**src/rtl/bfloat_cmp_pkg.sv**
```systemverilog
// rtl/bfloat_cmp_pkg.sv - shared types and helpers for the BFloat16 compare unit
// Contents: op_e opcode enum, cmp_flags_t per-lane relation flags,
// default field widths and a width-parametrised canonical-NaN builder.
package bfloat_cmp_pkg;

    localparam int DEF_EXP_W = 8;
    localparam int DEF_MAN_W = 7;

    typedef enum logic [2:0] {
        OP_EQ  = 3'b000,
        OP_LT  = 3'b001,
        OP_LE  = 3'b010,
        OP_GT  = 3'b011,
        OP_GE  = 3'b100,
        OP_MIN = 3'b101,
        OP_MAX = 3'b110,
        OP_CMP = 3'b111
    } op_e;

    typedef struct packed {
        logic unord;
        logic gt;
        logic eq;
        logic lt;
    } cmp_flags_t;

    // Sign 0, exponent all ones, mantissa MSB set: a contiguous run of
    // exp_w+1 ones starting at bit man_w-1. Callers cast to their width.
    function automatic logic [63:0] canon_nan(input int exp_w, input int man_w);
        return ((64'd1 << (exp_w + 1)) - 64'd1) << (man_w - 1);
    endfunction

endpackage

```
**src/rtl/bfloat_cmp_lane.sv**
```systemverilog
// rtl/bfloat_cmp_lane.sv - combinational single-lane float ordering and result select
// Ports: op (shared opcode), a/b (one W-bit operand each),
//        res (W-bit selected/boolean result), flags ({unord, gt, eq, lt}).
// Optional: BFLOAT_CMP_DAZ_EN treats subnormal operands as signed zero for ordering.
module bfloat_cmp_lane
    import bfloat_cmp_pkg::*;
#(
    parameter int EXP_W = DEF_EXP_W,
    parameter int MAN_W = DEF_MAN_W,
    localparam int W    = 1 + EXP_W + MAN_W
) (
    input  op_e              op,
    input  logic [W-1:0]     a,
    input  logic [W-1:0]     b,
    output logic [W-1:0]     res,
    output cmp_flags_t       flags
);

    localparam logic [W-1:0] CNAN = W'(canon_nan(EXP_W, MAN_W));

    logic             sign_a, sign_b;
    logic             nan_a, nan_b;
    logic             zero_a, zero_b, both_zero;
    logic [W-2:0]     mag_a, mag_b;
    logic             pick_a_min, pick_a_max;

    assign sign_a = a[W-1];
    assign sign_b = b[W-1];
    assign nan_a  = (&a[W-2:MAN_W]) && (|a[MAN_W-1:0]);
    assign nan_b  = (&b[W-2:MAN_W]) && (|b[MAN_W-1:0]);

`ifdef BFLOAT_CMP_DAZ_EN
    assign zero_a = (a[W-2:MAN_W] == '0);
    assign zero_b = (b[W-2:MAN_W] == '0);
`else
    assign zero_a = (a[W-2:0] == '0);
    assign zero_b = (b[W-2:0] == '0);
`endif

    assign both_zero = zero_a && zero_b;
    // Flushed operands must compare as magnitude zero against non-zero values.
    assign mag_a = zero_a ? '0 : a[W-2:0];
    assign mag_b = zero_b ? '0 : b[W-2:0];

    always_comb begin
        flags = '0;
        if (nan_a || nan_b) begin
            flags.unord = 1'b1;
        end else if (both_zero) begin
            flags.eq = 1'b1;
        end else if (sign_a != sign_b) begin
            flags.lt = sign_a;
            flags.gt = sign_b;
        end else if (mag_a == mag_b) begin
            flags.eq = 1'b1;
        end else if ((mag_a < mag_b) ^ sign_a) begin
            // Same sign: negative values order by reversed magnitude.
            flags.lt = 1'b1;
        end else begin
            flags.gt = 1'b1;
        end
    end

    // Equal zeros of opposite sign: min prefers the negative one, max the
    // positive one. Equal non-zero operands return a.
    assign pick_a_min = flags.lt || (flags.eq && (both_zero ? sign_a : 1'b1));
    assign pick_a_max = flags.gt || (flags.eq && (both_zero ? !sign_a : 1'b1));

    always_comb begin
        res = '0;
        unique case (op)
            OP_EQ:  res = {{(W-1){1'b0}}, flags.eq};
            OP_LT:  res = {{(W-1){1'b0}}, flags.lt};
            OP_LE:  res = {{(W-1){1'b0}}, flags.lt | flags.eq};
            OP_GT:  res = {{(W-1){1'b0}}, flags.gt};
            OP_GE:  res = {{(W-1){1'b0}}, flags.gt | flags.eq};
            OP_MIN: begin
                if (nan_a && nan_b)  res = CNAN;
                else if (nan_a)      res = b;
                else if (nan_b)      res = a;
                else                 res = pick_a_min ? a : b;
            end
            OP_MAX: begin
                if (nan_a && nan_b)  res = CNAN;
                else if (nan_a)      res = b;
                else if (nan_b)      res = a;
                else                 res = pick_a_max ? a : b;
            end
            OP_CMP: begin
                // Legacy 2-bit code: eq 00, lt 01, gt or unordered 11.
                if (flags.eq)        res = {{(W-2){1'b0}}, 2'b00};
                else if (flags.lt)   res = {{(W-2){1'b0}}, 2'b01};
                else                 res = {{(W-2){1'b0}}, 2'b11};
            end
            default: res = '0;
        endcase
    end

endmodule

```
**src/rtl/bfloat_compare_unit.sv**
```systemverilog
// rtl/bfloat_compare_unit.sv - multi-lane pipelined BFloat16 comparator and min/max unit
// Ports: clk, rst_n (async active-low); in_valid/in_ready/in_op/in_a/in_b operand
//        transaction; out_valid/out_ready/out_res/out_flags result, 2-cycle latency.
//        Lane i occupies [i*W +: W] of in_a/in_b/out_res and [i*4 +: 4] of out_flags.
// Optional: BFLOAT_CMP_DAZ_EN (subnormals ordered as signed zero, see bfloat_cmp_lane).
module bfloat_compare_unit
    import bfloat_cmp_pkg::*;
#(
    parameter int EXP_W = DEF_EXP_W,
    parameter int MAN_W = DEF_MAN_W,
    parameter int LANES = 4,
    localparam int W    = 1 + EXP_W + MAN_W
) (
    input  logic                 clk,
    input  logic                 rst_n,
    input  logic                 in_valid,
    output logic                 in_ready,
    input  logic [2:0]           in_op,
    input  logic [LANES*W-1:0]   in_a,
    input  logic [LANES*W-1:0]   in_b,
    output logic                 out_valid,
    input  logic                 out_ready,
    output logic [LANES*W-1:0]   out_res,
    output logic [LANES*4-1:0]   out_flags
);

    logic                 s1_valid;
    op_e                  s1_op;
    logic [LANES*W-1:0]   s1_a, s1_b;
    logic                 s2_valid;
    logic [LANES*W-1:0]   s2_res;
    logic [LANES*4-1:0]   s2_flags;
    logic                 s2_free;
    logic [LANES*W-1:0]   lane_res;
    logic [LANES*4-1:0]   lane_flags;

    // S2 can take a new entry when empty or draining this cycle; S1 can take
    // a new entry when empty or moving into S2. Never depends on in_valid.
    assign s2_free  = !s2_valid || out_ready;
    assign in_ready = !s1_valid || s2_free;

    for (genvar i = 0; i < LANES; i++) begin : g_lane
        bfloat_cmp_lane #(
            .EXP_W (EXP_W),
            .MAN_W (MAN_W)
        ) u_lane (
            .op    (s1_op),
            .a     (s1_a[i*W +: W]),
            .b     (s1_b[i*W +: W]),
            .res   (lane_res[i*W +: W]),
            .flags (lane_flags[i*4 +: 4])
        );
    end

    always_ff @(posedge clk or negedge rst_n) begin
        if (!rst_n) begin
            s1_valid <= 1'b0;
            s1_op    <= OP_EQ;
            s1_a     <= '0;
            s1_b     <= '0;
            s2_valid <= 1'b0;
            s2_res   <= '0;
            s2_flags <= '0;
        end else begin
            if (in_ready) begin
                s1_valid <= in_valid;
                if (in_valid) begin
                    s1_op <= op_e'(in_op);
                    s1_a  <= in_a;
                    s1_b  <= in_b;
                end
            end
            if (s2_free) begin
                s2_valid <= s1_valid;
                if (s1_valid) begin
                    s2_res   <= lane_res;
                    s2_flags <= lane_flags;
                end
            end
        end
    end

    assign out_valid = s2_valid;
    assign out_res   = s2_res;
    assign out_flags = s2_flags;

endmodule

```
**config.mk**
```make
export PLATFORM = sky130hd
export DESIGN_NAME = bfloat_compare_unit
export DESIGN_NICKNAME = d
export VERILOG_FILES = /design/src/rtl/bfloat_cmp_pkg.sv /design/src/rtl/bfloat_cmp_lane.sv /design/src/rtl/bfloat_compare_unit.sv
export SDC_FILE = /design/constraint.sdc
export NUM_CORES = 1
export LEC_CHECK = 0
export BUFFER_PORTS_ARGS = -buffer_cell sky130_fd_sc_hd__buf_4
export CAP_MARGIN = 25
export CORE_MARGIN = 2
export CORE_UTILIZATION = 45
export CTS_CLUSTER_DIAMETER = 30
export CTS_CLUSTER_SIZE = 30
export DETAILED_ROUTE_END_ITERATION = 10
export PLACE_DENSITY = 0.66
export SLEW_MARGIN = 10
export SYNTH_ARGS = -nofsm -noshare
export SYNTH_HDL_FRONTEND = slang
export SYNTH_SLANG_ARGS = --single-unit
```
**constraint.sdc**
```tcl
create_clock -name clk -period 7.07 [get_ports clk]
set_input_delay 1.414 -clock clk [delete_from_list [all_inputs] [get_ports clk]]
set_output_delay 1.414 -clock clk [all_outputs]
set_load 0.01 [all_outputs]
```
==> results by group <==
Run status
  – Status: finished clean

Floorplanning
  – Initial core utilization: 45.63%
  – DIE WIDTH: 169.1 um
  – Row cnt: 60
  – Die ar.: 28590 sq um
  – Core footprint: 26880 sq um
  – Die Span Y: 169.1 um
  – IO Pins: 217

STA
  – Rel. slew slack: 28.13%
  – Unrepaired setup endpoints after global routing: no
  – Setup TNS: 0 ps
  – Clock skew: 22.95 ps
  – Setup WS post-layout: 3020 ps
  – Slew @ Worst Pin: 1078 ps
  – Final Setup Violations: 0
  – Final Hold Fails: 0
  – Min Clock Period, post-route: 4050 ps
  – Final Cycle Share: 57.28%
  – Slew Limit Fails: 0
  – Fmax: 0.2469 GHz

Placed design
  – Dpl cells: 1679
  – # port buffers: 216
  – Setup slack at placement: 2888 ps
  – Dpl hpwl: 23.73 mm
  – Routability Congestion: 0.8777

Power
  – Power Density: 340.3 nW/um^2
  – Peak VDD IR: 0.2227 mV
  – Pleak: 7.478 nW

Clocking
  – Clk slew on worst S/H paths: 50 ps
  – Clk sinks: 213
  – Setup bufs post-CTS: 0
  – Root cell of the clock tree: clkbuf_16
  – # resized after CTS: 0
  – CTS tree: yes
  – CTS Buffer Depth: 3
  – H-tree level count: 2
  – Later-pin clock latency in the skew report: 550 ps
  – CTS Hold Bufs: 0
  – TritonCTS Buffers: 51

Global route
  – GRT Util Overall: 23.51%
  – First-pass GRT wire length: 54.05 mm
  – GR Layer Usage met1: 31.35%
  – M2 GR Usage: 38.86%
  – Largest net degree at the start of global routing: 109
  – GRT overflow: 0
  – GRT Max-Usage Layer: met2
  – Initial antenna violation count: 0
  – Met3 GRT Util: 4.442%
  – Vias in the first global route: 10197

Synth
  – Mux contribution to synthesized area: 13.75%
  – Post-Syn Nets: 1418
  – Post-synth EDFFs: 0
  – Post-synthesis cell type count: 76
  – Yosys warning total: 0
  – Post-synthesis compound-gate area fraction: 15.45%
  – Synth Area in Adders: 6.122%
  – Simple logic cell fraction of the synthesized area: 14.90%
  – Post-Synthesis Cells: 1223
  – Synth async-reset ratio: 100.0%
  – Mapped cell area: 12260 sq um
  – Synth Register Bits: 213
  – XOR/XNOR Fraction of Synth Area: 0.1428%
  – Mean post-synth cell area: 10.03 sq um
  – Largest family of logic cells by synthesized area: compound AO/OA/AOI/OAI gates
  – Post-synth top flop: dfrtp_1
  – Register area share after synthesis: 43.46%

Setup path
  – R2R Path Start: s1_b[13]
  – Arr. time, crit path: 4470 ps
  – Critical path class: reg2reg
  – Instance count on the critical path: 12
  – CP startpoint kind: register
  – Most used cell, CP: nor2_1
  – CP Capture Type: register
  – Buf/Inv on CP: 2
  – CP cell instances: inv_1, ha_1, nand4_1, nor4_1, nor2_1, and4b_1, o31ai_1, nor2b_1, buf_4, mux2i_1, nor2_1, a211o_1
  – WP data required: 7490 ps
  – Crit path max fanout: 9
  – Cell family with most CP delay: simple AND/OR/NAND/NOR gates
  – CP startpoint: s1_b[13]
  – Slowest CP cell: nor4_1
  – Max stage delay on crit path: 770 ps
  – R2R depth: 12

Cells and area
  – Layout area overhead: 29.17%
  – Antenna Cells: 0
  – Core Util, Final: 58.94%
  – Final cell count without fillers: 1773
  – Final-stage net count: 1588
  – Ratio of cells with drive above 1 in the final layout: 34.15%

Detailed routing
  – Detailed Routing Iterations Pass 1: 5
  – Routed wire length: 33.93 mm
  – DR vias/cell: 5.788
  – Drt wl/cell: 19.13 um
  – # DRC: 0
  – Detail Route Antenna Nets: 0
  – DRC marker count from the first detailed-route iteration: 788
  – Via count: 10263

Run
  – Max Cap Violations: 0

Hold path
  – WHS Path Cells: 2
  – Hold path startpoint: out_res[29]
  – Worst hold path class: reg2reg
==> worst min-delay path, cell delays in order (launching register included) <==
cell and delay (ps):
dfrtp_1 330, nand2_1 50, nand2_1 50
==> sequential cells by signal, summed over array words and instances, names as in the netlist <==
signal     flops
out_flags     16
out_res       64
out_valid      1
s1_a          64
s1_b          64
s1_op          3
s1_valid       1
==> area by class of cell <==
type	count	area [sq um]
fill	2339	11040
multi-input combinational	819	6195
sequential	213	5330
timing repair buffer	227	1724
clock buffer	59	1398
clock inverter	33	462.9
tap	341	426.7
inverter	81	304.0
==> where the power goes <==
group | switching (mW) | total [mW] | leakage [nW] | internal, mW
clock network | 0.737 | 2.50 | 0.912 | 1.77
registers | 0.243 | 1.68 | 2.62 | 1.44
logic | 0.620 | 1.21 | 3.94 | 0.586
==> synth_stat cells (8+ instances only) <==
cell type	n	area [sq um]
and2_1	15	93.84
o221ai_1	14	122.6
nor4_1	26	162.7
nand4_1	37	231.5
a21o_1	11	82.58
a22oi_1	14	105.1
nor3_1	20	100.1
nand2_1	113	424.2
a221o_1	26	260.3
a21oi_1	50	250.2
inv_1	81	304.0
mux2i_1	20	200.2
mux2_2	132	1486
a211oi_1	22	165.2
nor2_1	62	232.7
nand3_1	20	100.1
nor3_2	11	110.1
clkbuf_1	93	349.1
ha_1	60	750.7
o21ai_0	41	205.2
a222oi_1	8	80.08
dfrtp_1	213	5330
==> cell families (layout without fill, tap and decap cells) <==
family	after synthesis	after routing
AOI/OAI and AO/OA	256	256
xor gates and xnor gates	2	2
adders and majority gates	60	60
buffers and inverters	191	400
DFF	213	213
muxes	152	152
and+or+nand+nor	349	349
==> per-layer routing <==
metal	routed length (um)	part of all wire, %	vias up
met3	1896	5.6	66
met5	0	0	-
met2	15990	47	310
met4	848	2.5	0
li1	-	-	4821
met1	15200	45	5066
==> layout by cell type (no fill, tap or decap), types with 5 or more instances in the layout <==
cell	count
a211o_1	7
a211oi_1	22
a211oi_2	5
a21o_1	11
a21oi_1	50
a221o_1	26
a222oi_1	8
a22oi_1	14
a31oi_1	6
and2_1	15
and4_1	5
buf_4	223
bufinv_16	10
clkbuf_16	52
clkbuf_8	8
clkinv_2	11
clkinv_4	6
dfrtp_1	213
ha_1	60
inv_1	81
mux2_2	132
mux2i_1	20
nand2_1	111
nand2b_1	6
nand3_1	20
nand3b_1	5
nand4_1	37
nor2_1	62
nor3_1	20
nor3_2	11
nor4_1	26
o21ai_0	40
o221ai_1	14
o31ai_1	6
==> stage by stage <==
step / total power [mW] / hold WS [ps] / cell area, sq um
floorplan: 2.427 / 471.1 / 12260
global placement: 2.869 / 456.8 / 13960
detailed placement: 2.895 / 460.2 / 13960
CTS: 5.428 / 469.8 / 15820
global route: 5.649 / 501.7 / 15840
finish: 5.391 / 466.4 / 15840
==> path summary, 6_finish.rpt <==
kind | to | slack, ps
hold reg to reg | out_res[29] | 470
max in group asynchronous | out_res[60] | 5000
setup / recovery | out_res[10] | 3020
min in group asynchronous | s1_b[36] | 970
hold / removal | out_res[29] | 470
setup reg to reg | out_res[10] | 3020
Note: power is estimated with default switching activity, not from simulation.
